## src/rtl/picorv32_soc_pkg.sv

```systemverilog
// -----------------------------------------------------------------------------
// picorv32_soc_pkg
// Shared constants for the PicoRV32 SoC slice: AXI response codes, the
// interrupt-controller register map and the default number of interrupt
// sources.
// -----------------------------------------------------------------------------
package picorv32_soc_pkg;

    // AXI response codes
    localparam logic [1:0] RESP_OKAY   = 2'b00;
    localparam logic [1:0] RESP_SLVERR = 2'b10;

    // Number of interrupt sources wired to the CPU
    localparam int IRQ_NBR_p = 8;

    // Interrupt controller register byte offsets (only [4:2] are decoded)
    localparam logic [4:0] IRQC_PENDING_OFFS_p = 5'h00;
    localparam logic [4:0] IRQC_ENABLE_OFFS_p  = 5'h04;
    localparam logic [4:0] IRQC_MODE_OFFS_p    = 5'h08;
    localparam logic [4:0] IRQC_STATUS_OFFS_p  = 5'h0C;
    localparam logic [4:0] IRQC_SWSET_OFFS_p   = 5'h10;

endpackage

```

## src/rtl/axi_irq_ctrl_source.sv

```systemverilog
// -----------------------------------------------------------------------------
// axi_irq_ctrl_source
// One interrupt source: input edge detector, pending flop and the set/clear
// priority for edge and level mode.
//
// Ports
//   clk, rst   : clock, asynchronous active-high reset
//   src        : peripheral interrupt line (synchronous, active-high)
//   edge_mode  : 1 = edge-latched, 0 = level-following
//   sw_set     : software set pulse (SWSET write accepted this cycle)
//   w1c        : software clear pulse (PENDING W1C write accepted this cycle)
//   eoi        : CPU end-of-interrupt for this source
//   pending    : registered pending state
// -----------------------------------------------------------------------------
module axi_irq_ctrl_source (
    input  logic clk,
    input  logic rst,
    input  logic src,
    input  logic edge_mode,
    input  logic sw_set,
    input  logic w1c,
    input  logic eoi,
    output logic pending
);

    logic src_q;
    logic rise;
    logic pending_d;

    always_comb begin
        rise      = src & ~src_q;
        pending_d = pending;
        if (edge_mode) begin
            // A new request beats a simultaneous clear so no edge is lost.
            if (rise || sw_set) begin
                pending_d = 1'b1;
            end else if (w1c || eoi) begin
                pending_d = 1'b0;
            end
        end else begin
            // Level mode follows the line; W1C and eoi are irrelevant here.
            pending_d = src | sw_set;
        end
    end

    always_ff @(posedge clk or posedge rst) begin
        if (rst) begin
            src_q   <= 1'b0;
            pending <= 1'b0;
        end else begin
            src_q   <= src;
            pending <= pending_d;
        end
    end

endmodule

```

## src/rtl/axi_irq_ctrl.sv

```systemverilog
// -----------------------------------------------------------------------------
// axi_irq_ctrl
// AXI4-Lite interrupt controller feeding the PicoRV32 irq input. Latches each
// source in edge or level mode, masks with ENABLE and drives a registered
// request vector. CPU eoi retires edge-latched requests.
//
// Ports
//   clk, rst              : clock, asynchronous active-high reset
//   i_axi_aw*/w*/b*       : AXI4-Lite write channels (full-word, no wstrb)
//   i_axi_ar*/r*          : AXI4-Lite read channels
//   i_irq_src [IRQ_NBR_p] : peripheral interrupt lines
//   i_eoi     [IRQ_NBR_p] : CPU end-of-interrupt vector
//   o_irq     [IRQ_NBR_p] : registered PENDING & ENABLE to the CPU
//
// Handshake: a transfer happens on a rising edge where valid and ready are
// both high. Writes are accepted when awvalid, wvalid and !bvalid are high;
// awready/wready are high only in that cycle and the register update plus
// bvalid land on the same edge. bvalid then holds until bready. Reads are
// accepted (arready high) when arvalid is high and rvalid is low; rdata and
// rresp are captured from the pre-update register state and held with rvalid
// until rready. Readies are forced low during reset.
// -----------------------------------------------------------------------------
module axi_irq_ctrl #(
    parameter int AXI_ADDR_BW_p = 12,
    parameter int IRQ_NBR_p     = 8
) (
    input  logic                     clk,
    input  logic                     rst,
    input  logic [AXI_ADDR_BW_p-1:0] i_axi_awaddr,
    input  logic                     i_axi_awvalid,
    output logic                     o_axi_awready,
    input  logic [31:0]              i_axi_wdata,
    input  logic                     i_axi_wvalid,
    output logic                     o_axi_wready,
    output logic [1:0]               o_axi_bresp,
    output logic                     o_axi_bvalid,
    input  logic                     i_axi_bready,
    input  logic [AXI_ADDR_BW_p-1:0] i_axi_araddr,
    input  logic                     i_axi_arvalid,
    output logic                     o_axi_arready,
    output logic [31:0]              o_axi_rdata,
    output logic [1:0]               o_axi_rresp,
    output logic                     o_axi_rvalid,
    input  logic                     i_axi_rready,
    input  logic [IRQ_NBR_p-1:0]     i_irq_src,
    input  logic [IRQ_NBR_p-1:0]     i_eoi,
    output logic [IRQ_NBR_p-1:0]     o_irq
);

    import picorv32_soc_pkg::*;

    localparam logic [2:0] PEND_IDX   = IRQC_PENDING_OFFS_p[4:2];
    localparam logic [2:0] ENABLE_IDX = IRQC_ENABLE_OFFS_p[4:2];
    localparam logic [2:0] MODE_IDX   = IRQC_MODE_OFFS_p[4:2];
    localparam logic [2:0] STATUS_IDX = IRQC_STATUS_OFFS_p[4:2];
    localparam logic [2:0] SWSET_IDX  = IRQC_SWSET_OFFS_p[4:2];

    logic                 wr_acc;
    logic                 rd_acc;
    logic [2:0]           wr_idx;
    logic [2:0]           rd_idx;
    logic                 wr_mapped;
    logic [IRQ_NBR_p-1:0] wdata_n;
    logic [IRQ_NBR_p-1:0] enable_q;
    logic [IRQ_NBR_p-1:0] mode_q;
    logic [IRQ_NBR_p-1:0] pending;
    logic [IRQ_NBR_p-1:0] sw_set;
    logic [IRQ_NBR_p-1:0] w1c;
    logic [31:0]          rd_word;
    logic [1:0]           rd_resp;
    logic                 unused_bits;

    // Upper address bits and data bits above IRQ_NBR_p are ignored by design.
    assign unused_bits = ^{i_axi_awaddr, i_axi_araddr, i_axi_wdata};

    assign wr_acc = i_axi_awvalid & i_axi_wvalid & ~o_axi_bvalid & ~rst;
    assign rd_acc = i_axi_arvalid & ~o_axi_rvalid & ~rst;

    assign o_axi_awready = wr_acc;
    assign o_axi_wready  = wr_acc;
    assign o_axi_arready = rd_acc;

    assign wr_idx  = i_axi_awaddr[4:2];
    assign rd_idx  = i_axi_araddr[4:2];
    assign wdata_n = i_axi_wdata[IRQ_NBR_p-1:0];

    assign wr_mapped = (wr_idx == PEND_IDX)   || (wr_idx == ENABLE_IDX) ||
                       (wr_idx == MODE_IDX)   || (wr_idx == STATUS_IDX) ||
                       (wr_idx == SWSET_IDX);

    // Single-cycle set/clear strobes to the per-source logic.
    always_comb begin
        sw_set = '0;
        w1c    = '0;
        if (wr_acc && (wr_idx == SWSET_IDX)) sw_set = wdata_n;
        if (wr_acc && (wr_idx == PEND_IDX))  w1c    = wdata_n;
    end

    always_comb begin
        rd_word = '0;
        rd_resp = RESP_OKAY;
        if (rd_idx == PEND_IDX) begin
            rd_word = 32'(pending);
        end else if (rd_idx == ENABLE_IDX) begin
            rd_word = 32'(enable_q);
        end else if (rd_idx == MODE_IDX) begin
            rd_word = 32'(mode_q);
        end else if (rd_idx == STATUS_IDX) begin
            rd_word = 32'(pending & enable_q);
        end else if (rd_idx == SWSET_IDX) begin
            rd_word = '0;
        end else begin
            rd_resp = RESP_SLVERR;
        end
    end

    always_ff @(posedge clk or posedge rst) begin
        if (rst) begin
            enable_q     <= '0;
            mode_q       <= '0;
            o_axi_bvalid <= 1'b0;
            o_axi_bresp  <= RESP_OKAY;
            o_axi_rvalid <= 1'b0;
            o_axi_rresp  <= RESP_OKAY;
            o_axi_rdata  <= '0;
            o_irq        <= '0;
        end else begin
            if (wr_acc) begin
                if (wr_idx == ENABLE_IDX) enable_q <= wdata_n;
                if (wr_idx == MODE_IDX)   mode_q   <= wdata_n;
                o_axi_bvalid <= 1'b1;
                o_axi_bresp  <= wr_mapped ? RESP_OKAY : RESP_SLVERR;
            end else if (o_axi_bvalid && i_axi_bready) begin
                o_axi_bvalid <= 1'b0;
            end

            if (rd_acc) begin
                o_axi_rvalid <= 1'b1;
                o_axi_rdata  <= rd_word;
                o_axi_rresp  <= rd_resp;
            end else if (o_axi_rvalid && i_axi_rready) begin
                o_axi_rvalid <= 1'b0;
            end

            o_irq <= pending & enable_q;
        end
    end

    for (genvar g = 0; g < IRQ_NBR_p; g++) begin : g_src
        axi_irq_ctrl_source u_src (
            .clk       (clk),
            .rst       (rst),
            .src       (i_irq_src[g]),
            .edge_mode (mode_q[g]),
            .sw_set    (sw_set[g]),
            .w1c       (w1c[g]),
            .eoi       (i_eoi[g]),
            .pending   (pending[g])
        );
    end

endmodule

```

## config.mk

```make
export PLATFORM = sky130hd
export DESIGN_NAME = axi_irq_ctrl
export DESIGN_NICKNAME = d
export VERILOG_FILES = /design/src/rtl/picorv32_soc_pkg.sv /design/src/rtl/axi_irq_ctrl_source.sv /design/src/rtl/axi_irq_ctrl.sv
export SDC_FILE = /design/constraint.sdc
export NUM_CORES = 1
export LEC_CHECK = 0
export ABC_CLOCK_PERIOD_IN_PS = 2200
export CAP_MARGIN = 20
export CORE_MARGIN = 2
export CORE_UTILIZATION = 29
export DETAILED_ROUTE_END_ITERATION = 8
export GPL_ROUTABILITY_DRIVEN = 0
export SLEW_MARGIN = 15
export SYNTH_ARGS = -nofsm -noshare
export SYNTH_HDL_FRONTEND = slang
export SYNTH_HIERARCHICAL = 1
export SYNTH_SLANG_ARGS = --single-unit
```

## constraint.sdc

```tcl
create_clock -name clk -period 2.2 [get_ports clk]
set_input_delay 0.66 -clock clk [delete_from_list [all_inputs] [get_ports clk]]
set_output_delay 0.66 -clock clk [all_outputs]
set_load 0.005 [all_outputs]
```

; Word-level counts from Yosys, hierarchy flattened
; Cells that the tools add are included.
[word_totals]
out_inout_bits = 49
in_bits = 79
regBits = 78
[op_classes]
mux = 40
n_reduce_logical = 30
n_eq_ne = 16
bitwise_logic = 34
[op_table]
columns = op, n
row1 = $mux 8, 6
row2 = $mux 1, 28
row3 = $ne 3x1->1 const B, 8
row4 = $logic_or 1x1->1, 20
row5 = $and 8x8->8, 2
row6 = $and 1x1->1, 13
row7 = $eq 3x2->1 const B, 4
row8 = $mux 2, 6
row9 = $not 1->1, 11
row10 = $or 1x1->1, 8
row11 = $eq 3x1->1 const B, 2
row12 = $eq 3x3->1 const B, 2
row13 = $logic_not 3->1, 2
row14 = $logic_and 1x1->1, 4
row15 = $reduce_and 2->1, 2
row16 = $reduce_bool 2->1, 2

; Depth between registers and ports, before layout
; Gate-level depths: netlist of run 1.
[logic_depth]
depth_word = 9
ltp_mapped = 5
ltp_nobuf = 5

; Modules after synthesis
; The synthesis of run 1 kept the hierarchy.
[modules_own_cells]
columns = module, area_each_um2, instances, seq_area_each_um2, cells_each
row1 = axi_irq_ctrl, 1950.6, 1, 900.9, 172
row2 = axi_irq_ctrl_source, 78.8, 8, 50.0, 6

; Least setup slack after synthesis of run 1
; OpenSTA, ideal clock, no wires.
[synth_timing]
kind = in2reg
start = input rst
end = register g_src[0].u_src.pending
t_arrival_ns = 1.981
required_ns = 2.076
path_stages = 5
path_slack_ns = 0.095
setup_ns = 0.124
path_buffers = 0
cell_sequence = nand4bb_4 nor4_1 and2_1 and4bb_1 a211o_1
[synth_lines]
columns = item, line
row1 = from (decl), axi_irq_ctrl.sv:28  ; input logic rst,
row2 = $not 1->1, axi_irq_ctrl.sv:76  ; assign wr_acc = i_axi_awvalid & i_axi_wvalid & ~o_axi_bvalid & ~rst;
row3 = $and 1x1->1, axi_irq_ctrl.sv:76
row4 = $logic_and 1x1->1, axi_irq_ctrl.sv:96  ; if (wr_acc && (wr_idx == PEND_IDX)) w1c = wdata_n;
row5 = $mux 8, axi_irq_ctrl.sv:96
row6 = net w1c[0], axi_irq_ctrl.sv:68  ; logic [IRQ_NBR_p-1:0] w1c;
row7 = $logic_or 1x1->1, axi_irq_ctrl_source.sv:37  ; end else if (w1c || eoi) begin
row8 = $ne 3x1->1 (no line), n/a
row9 = to (signal assigned), axi_irq_ctrl_source.sv:52  ; pending <= pending_d;
row10 = to (decl), axi_irq_ctrl_source.sv:23  ; output logic pending
; The timed path passes the listed nets, and every way through them passes these cells.
; A chain may end at the register's enable or synchronous reset.

; Worst setup path in the final report of run 1
[layout_timing]
start = input rst
end = output o_axi_wready
[layout_via]
elab_chain_cells = 2
[layout_lines]
columns = item, line
row1 = $not 1->1, axi_irq_ctrl.sv:76
row2 = $and 1x1->1, axi_irq_ctrl.sv:76
row3 = to (decl), axi_irq_ctrl.sv:34  ; output logic o_axi_wready,
; Every way passes these cells.

==> results_dict.tcl, run 1 <==
set metrics [dict create \
    leakagePower_nw 1.62 \
    grt-ovfl-total 0 \
    post-route-drc-count 0 \
    finClkSkew_ps 3.29 \
    fp-row-count 34 \
    placed_cells 398 \
    hold_viol 0 \
    rsz0062_at_grt "no" \
    io_buffers 59 \
    die_area_mm2 0.00967 \
    synth_warnings 6 \
    grt_pass1_wl_um 9630 \
    yosysUniqueCellTypes 26 \
    synth_common_cells "52 x dfrtp_1, 27 x buf_4, 24 x and2_1" \
    dpl_cell_area_mm2 0.00332 \
    dr.pass1.iters 4 \
    worstSkewPairLatency_ps 300 \
    instances_no_fill 409 \
    initial_core_util_pct 29.7 \
    numCtsBuffers 5 \
    synth_most_common_cell "dfrtp_1" \
    grt_max_degree 19 \
    grt_pass1_vias 1924 \
    fin_util_pct 39.6 \
    drt_iter0_markers 70 \
    pwr_density_cell_mw_per_mm2 645 \
    core_mm2 0.00868 \
    worst_hold_slack_ps 490 \
    crit_arrival_ps 1480 \
    syn_area_mm2 0.00258 \
    ys_seq_elements 52 \
    max_freq_mhz 467 \
    post_drt_wl_per_cell_um 14.4 \
    crit_required_ps 1540 \
    die_w_um 98.3 \
    startpoint_type "primary input" \
    synth_top_area_share_pct 50.4 \
    routed_via_density 4.53 \
    period_needed_ps 2140 \
    root_buffer "clkbuf_8" \
    async_flop_share_pct 100 \
    ios 128 \
    nNetsFinal 380 \
    status "complete, no violations" \
    synth_area_per_cell_um2 11.7 \
    cts.path.max_buffers 2 \
    drt_wl_total_um 5900 \
    postRouteAntennaNets 0 \
    vias 1852 \
    ys_seq_area_share_pct 50.4 \
    finalCritPeriodShare_pct 97.4 \
    synth_edf_count 0 \
    syn_to_final_growth_pct 33.2 \
    criticalPathCategory "primary input to output port" \
    hp-class "flip-flop to flip-flop" \
    cts_hold_buf 0 \
    cts.sinks 52 \
    cts_tree "built" \
    n_antenna_cell 0 \
    dp_hpwl_um 4430 \
    drive_gt1_share_pct 17.9 \
    htree_levels 2 \
    finalSetupViolCount 0 \
    track_usage_pct 12.6 \
    total_power_mw 2.22 \
    synth_largest_area_cell "dfrtp_1" \
    critPathCaptureType "output port" \
    ir_worst_vdd_v 0.000245 \
    antenna_found_initial 0 \
    synthFlopType "dfrtp_1" \
    synth_area_leaders "dfrtp_1 50%, buf_4 7.9%, and2_1 5.8%, mux2_4 4.7%, and4bb_1 3.9%" \
    cap_violations 0 \
    clk_pin_slew_worst_paths_ps 90 \
    dieHeight_um 98.3 \
    fin_area_mm2 0.00344 \
    crit_path_max_fanout 2 \
    syn_inst 220 \
    slew_violations 0 \
]
[critical path, stage by stage]
cell and delay (ps):
buf_4 120, buf_6 120, nand4bb_4 190, inv_2 80, buf_4 100, dlygate4sd2_1 220
[stage by stage]
stage               TNS (ps)  setup WS (ps)
CTS                        0           42.5
global placement      -13710           -612
finish                     0           56.8
floorplan                  0           95.5
detailed placement    -14950           -643
global route               0           8.66
[layer usage]
layer / track usage, % / up-vias / part of all wire, %
met3: 3.22 / 10 / 4.9
met4: 4.11 / 0 / 2.1
met5: 0 / - / 0
met2: 19.6 / 58 / 46
li1: - / 878 / -
met1: 17.2 / 906 / 47
[kinds of logic (layout without fill, tap and decap cells)]
| family | Yosys count | after routing | share of synthesized area [%] |
|---|---|---|---|
| buffers and inverters | 46 | 102 | 10.9 |
| other | 1 | 26 | 0.145 |
| DFF | 52 | 52 | 50.4 |
| AOI/OAI and AO/OA | 30 | 30 | 8.14 |
| and+or+nand+nor | 67 | 67 | 19.1 |
| muxes | 24 | 24 | 11.2 |
[final timing paths]
path,cells after the start,slack (ps),from,endpoint
setup / recovery,6,60,rst,o_axi_wready
hold / removal,2,490,o_axi_rresp[1],o_axi_rresp[1]
setup reg to reg,7,270,o_axi_bvalid,g_src[5].u_src/pending
hold reg to reg,2,490,o_axi_rresp[1],o_axi_rresp[1]
max in group asynchronous,5,1260,rst,enable_q[5]
min in group asynchronous,4,530,rst,g_src[5].u_src/pending
[area by class of cell]
type | count | area, um2
fillers | 853 | 5240
flip-flops and latches | 52 | 1300
multi-input cells | 147 | 1090
repair buffers | 82 | 762
well taps | 108 | 135
clock buffers | 7 | 96.3
inverters | 13 | 48.8
[flip-flops by register name (all words and copies together) (netlist names)]
signal / cells
enable_q: 8
g_src.u_src/pending: 8
g_src.u_src/src_q: 8
mode_q: 8
o_axi_bresp: 1
o_axi_bvalid: 1
o_axi_rdata: 8
o_axi_rresp: 1
o_axi_rvalid: 1
o_irq: 8
[cells in the final DEF (no fill, tap or decap), drive strengths merged]
cell type      instances
and4bb                 8
nor2b                  1
nand3                  1
nand4bb                1
clkdlybuf4s50         52
conb                  26
dlygate4sd2            4
and2                  24
or4b                   1
nor2                   1
nor4b                  9
clkbuf                 7
inv                   13
a32oi                  8
buf                   26
o21ai                 14
nor4                   1
dfrtp                 52
nand2b                 9
mux2                  16
nand2                 10
a211o                  8
mux2i                  8
or3b                   1
[power by group]
group          switching, mW  total, mW  internal [mW]
combinational          0.161      0.462          0.301
sequential            0.0993       1.19           1.09
clock                  0.289      0.569          0.280
[repair_timing]
| action | 4_1_cts | 5_1_grt |
|---|---|---|
| endpoints found under the setup margin | 19 | 0 |
| setup buffers | 4 | 0 |
| resized for setup | 20 | 0 |
Note: power is estimated with default switching activity, not from simulation.
==> run 2: changes to the inputs <==
--- a/config.mk
+++ b/config.mk
@@ -5,10 +5,11 @@
 export SDC_FILE = /design/constraint.sdc
 export NUM_CORES = 1
 export LEC_CHECK = 0
-export ABC_CLOCK_PERIOD_IN_PS = 2200
+export ABC_CLOCK_PERIOD_IN_PS = 1800
 export CAP_MARGIN = 20
 export CORE_MARGIN = 2
 export CORE_UTILIZATION = 29
+export CTS_CLUSTER_SIZE = 30
 export DETAILED_ROUTE_END_ITERATION = 8
 export GPL_ROUTABILITY_DRIVEN = 0
 export SLEW_MARGIN = 15
==> constraint.sdc (replaced) <==
create_clock -name clk -period 1.8 [get_ports clk]
set_input_delay 0.54 -clock clk [delete_from_list [all_inputs] [get_ports clk]]
set_output_delay 0.54 -clock clk [all_outputs]
set_load 0.005 [all_outputs]
==> run 2 against run 1 <==
- the run now ends with negative setup slack left
- via count is 2.5% higher
- clock-buffer cell count did not move
- non-clock buffer count rose by 14
- die area did not move
- critical path depth did not move
- critical path type is now primary input to flip-flop
- critical endpoint is now mode_q[4]
- highest routed layer unchanged
==> results_dict.tcl, run 2 (synthesis results as in run 1) <==
set metrics [dict create \
    dpl_cell_area_mm2 0.00344 \
    timing.critical_path.mode_cell "buf_6" \
    violations "negative setup slack" \
    cts.sinks 52 \
    n_antenna_cell 0 \
    root_buffer "clkbuf_8" \
    crit_path_max_fanout 8 \
    crit_slowest_cell "or4b_4" \
    dr.pass1.iters 4 \
    io_buffers 59 \
    ios 128 \
    crit_required_ps 1990 \
    seq_area_mm2 0.00130 \
    worstSkewPairLatency_ps 310 \
    final_common_cell "dfrtp_1" \
    ff2ff_path_depth 4 \
    dieHeight_um 98.3 \
    cap_violations 0 \
    drt_wl_total_um 6010 \
    cts_tree "built" \
    core_mm2 0.00868 \
    mostFrequentLayoutCells "52 x dfrtp_1, 47 x clkdlybuf4s50_1, 30 x buf_4, 26 x conb_1, 23 x and2_1" \
    drive_gt1_share_pct 22.8 \
    clk_pin_slew_worst_paths_ps 90 \
    initial_core_util_pct 29.7 \
    routed_via_density 4.48 \
    fin_area_mm2 0.00360 \
    startpoint_type "primary input" \
    track_usage_pct 12.8 \
    ir_worst_vdd_v 0.000310 \
    fin_ws_ps -45.3 \
    r2r_end "mode_q[4]" \
    fillers 853 \
    nNetsFinal 394 \
    grt-ovfl-total 0 \
    place_ws_ps -876 \
    htree_levels 2 \
    r2r-start "o_axi_bvalid" \
    pwr_density_cell_mw_per_mm2 764 \
    cts.path.max_buffers 2 \
    grt_pass1_wl_um 9870 \
    antenna_found_initial 0 \
    critical_path.max_stage_delay_ps 610 \
    multi_input_area_mm2 0.00112 \
    fin_util_pct 41.5 \
    post_drt_wl_per_cell_um 14.2 \
    path_cells "buf_8 > buf_6 > nand4bb_4 > buf_6 > or4b_4 > mux2_4" \
    numCtsBuffers 5 \
    die_w_um 98.3 \
    die_area_mm2 0.00967 \
    leakagePower_nw 1.71 \
    crit_arrival_ps 2040 \
    post-route-drc-count 0 \
    fp-row-count 34 \
    critPathCaptureType "flip-flop" \
    rsz0062_at_grt "yes" \
    cts_hold_buf 0 \
    finClkSkew_ps 8.80 \
    vias 1898 \
    syn_to_final_growth_pct 39.5 \
    grt_max_degree 21 \
    hold_viol 0 \
    postRouteAntennaNets 0 \
    regToRegSetupSlack_ps -30 \
    finalSetupViolCount 9 \
    total_power_mw 2.75 \
    grt_pass1_vias 1981 \
    hp-class "primary input to asynchronous set/reset pin" \
    period_needed_ps 1850 \
    criticalPathCategory "primary input to flip-flop" \
    status "finished, violations left" \
    drt_iter0_markers 74 \
    max_freq_mhz 542 \
    finalCritPeriodShare_pct 103 \
    slew_violations 0 \
    worst_hold_slack_ps 343 \
    dp_hpwl_um 4490 \
]
-- run 2: changes by cell type in the layout (fill, tap and decap cells not counted), moves of 2 or more --
cell and change:
buf_12 +2, dlygate4sd2_1 +4, clkdlybuf4s50_1 -5, buf_6 +3, buf_4 +8
-- run 2: how the worst max path moves through the flow --
stage | cells past startpoint | endpoint | start
detailed placement | 5 | o_axi_awready | rst
global placement | 5 | o_axi_awready | rst
global route | 4 | mode_q[5] | o_axi_bvalid
finish | 6 | mode_q[4] | rst
floorplan | 4 | mode_q[0] | rst
CTS | 6 | mode_q[4] | rst
-- run 2: repair_timing --
| item | in CTS | in global routing |
|---|---|---|
| resized for setup | 33 | 5 |
| endpoints found under the setup margin | 37 | 26 |
| pin swaps | 24 | 4 |
| setup buffers | 5 | 3 |
-- run 2: cell type report --
cell class	count	area share [%]
timing repair buffer	96	25.0
multi-input combinational	147	31.1
clock buffer	7	2.40
sequential	52	36.1
inverter	13	1.36
clock inverter	1	0.209
tap	108	3.75
-- run 2: critical path, delay by kind of cell --
kind,cells,cell delay (ps)
buffers and inverters,3,370
AND/OR/NAND/NOR,2,800
multiplexers,1,340
-- run 2: report_power, final --
group | internal [mW] | switching, mW
clock network | 0.313 | 0.381
registers | 1.33 | 0.118
logic | 0.397 | 0.211
-- run 2: routing by layer --
metal	global-route usage, %	share of wire, %	vias to the layer above
met3	3.08	5.0	7
met4	3.27	1.0	0
met1	17.0	44	937
met5	0	0	-
li1	-	-	903
met2	21.1	50	51
-- run 2: through the flow --
| stage | cells | TNS [ps] |
|---|---|---|
| final | 424 | -354 |
| after detailed placement | 409 | -25680 |
| after floorplan | 245 | -474 |
| after global routing | 424 | -857 |
| after CTS | 422 | -1190 |
| after global placement | 409 | -26770 |
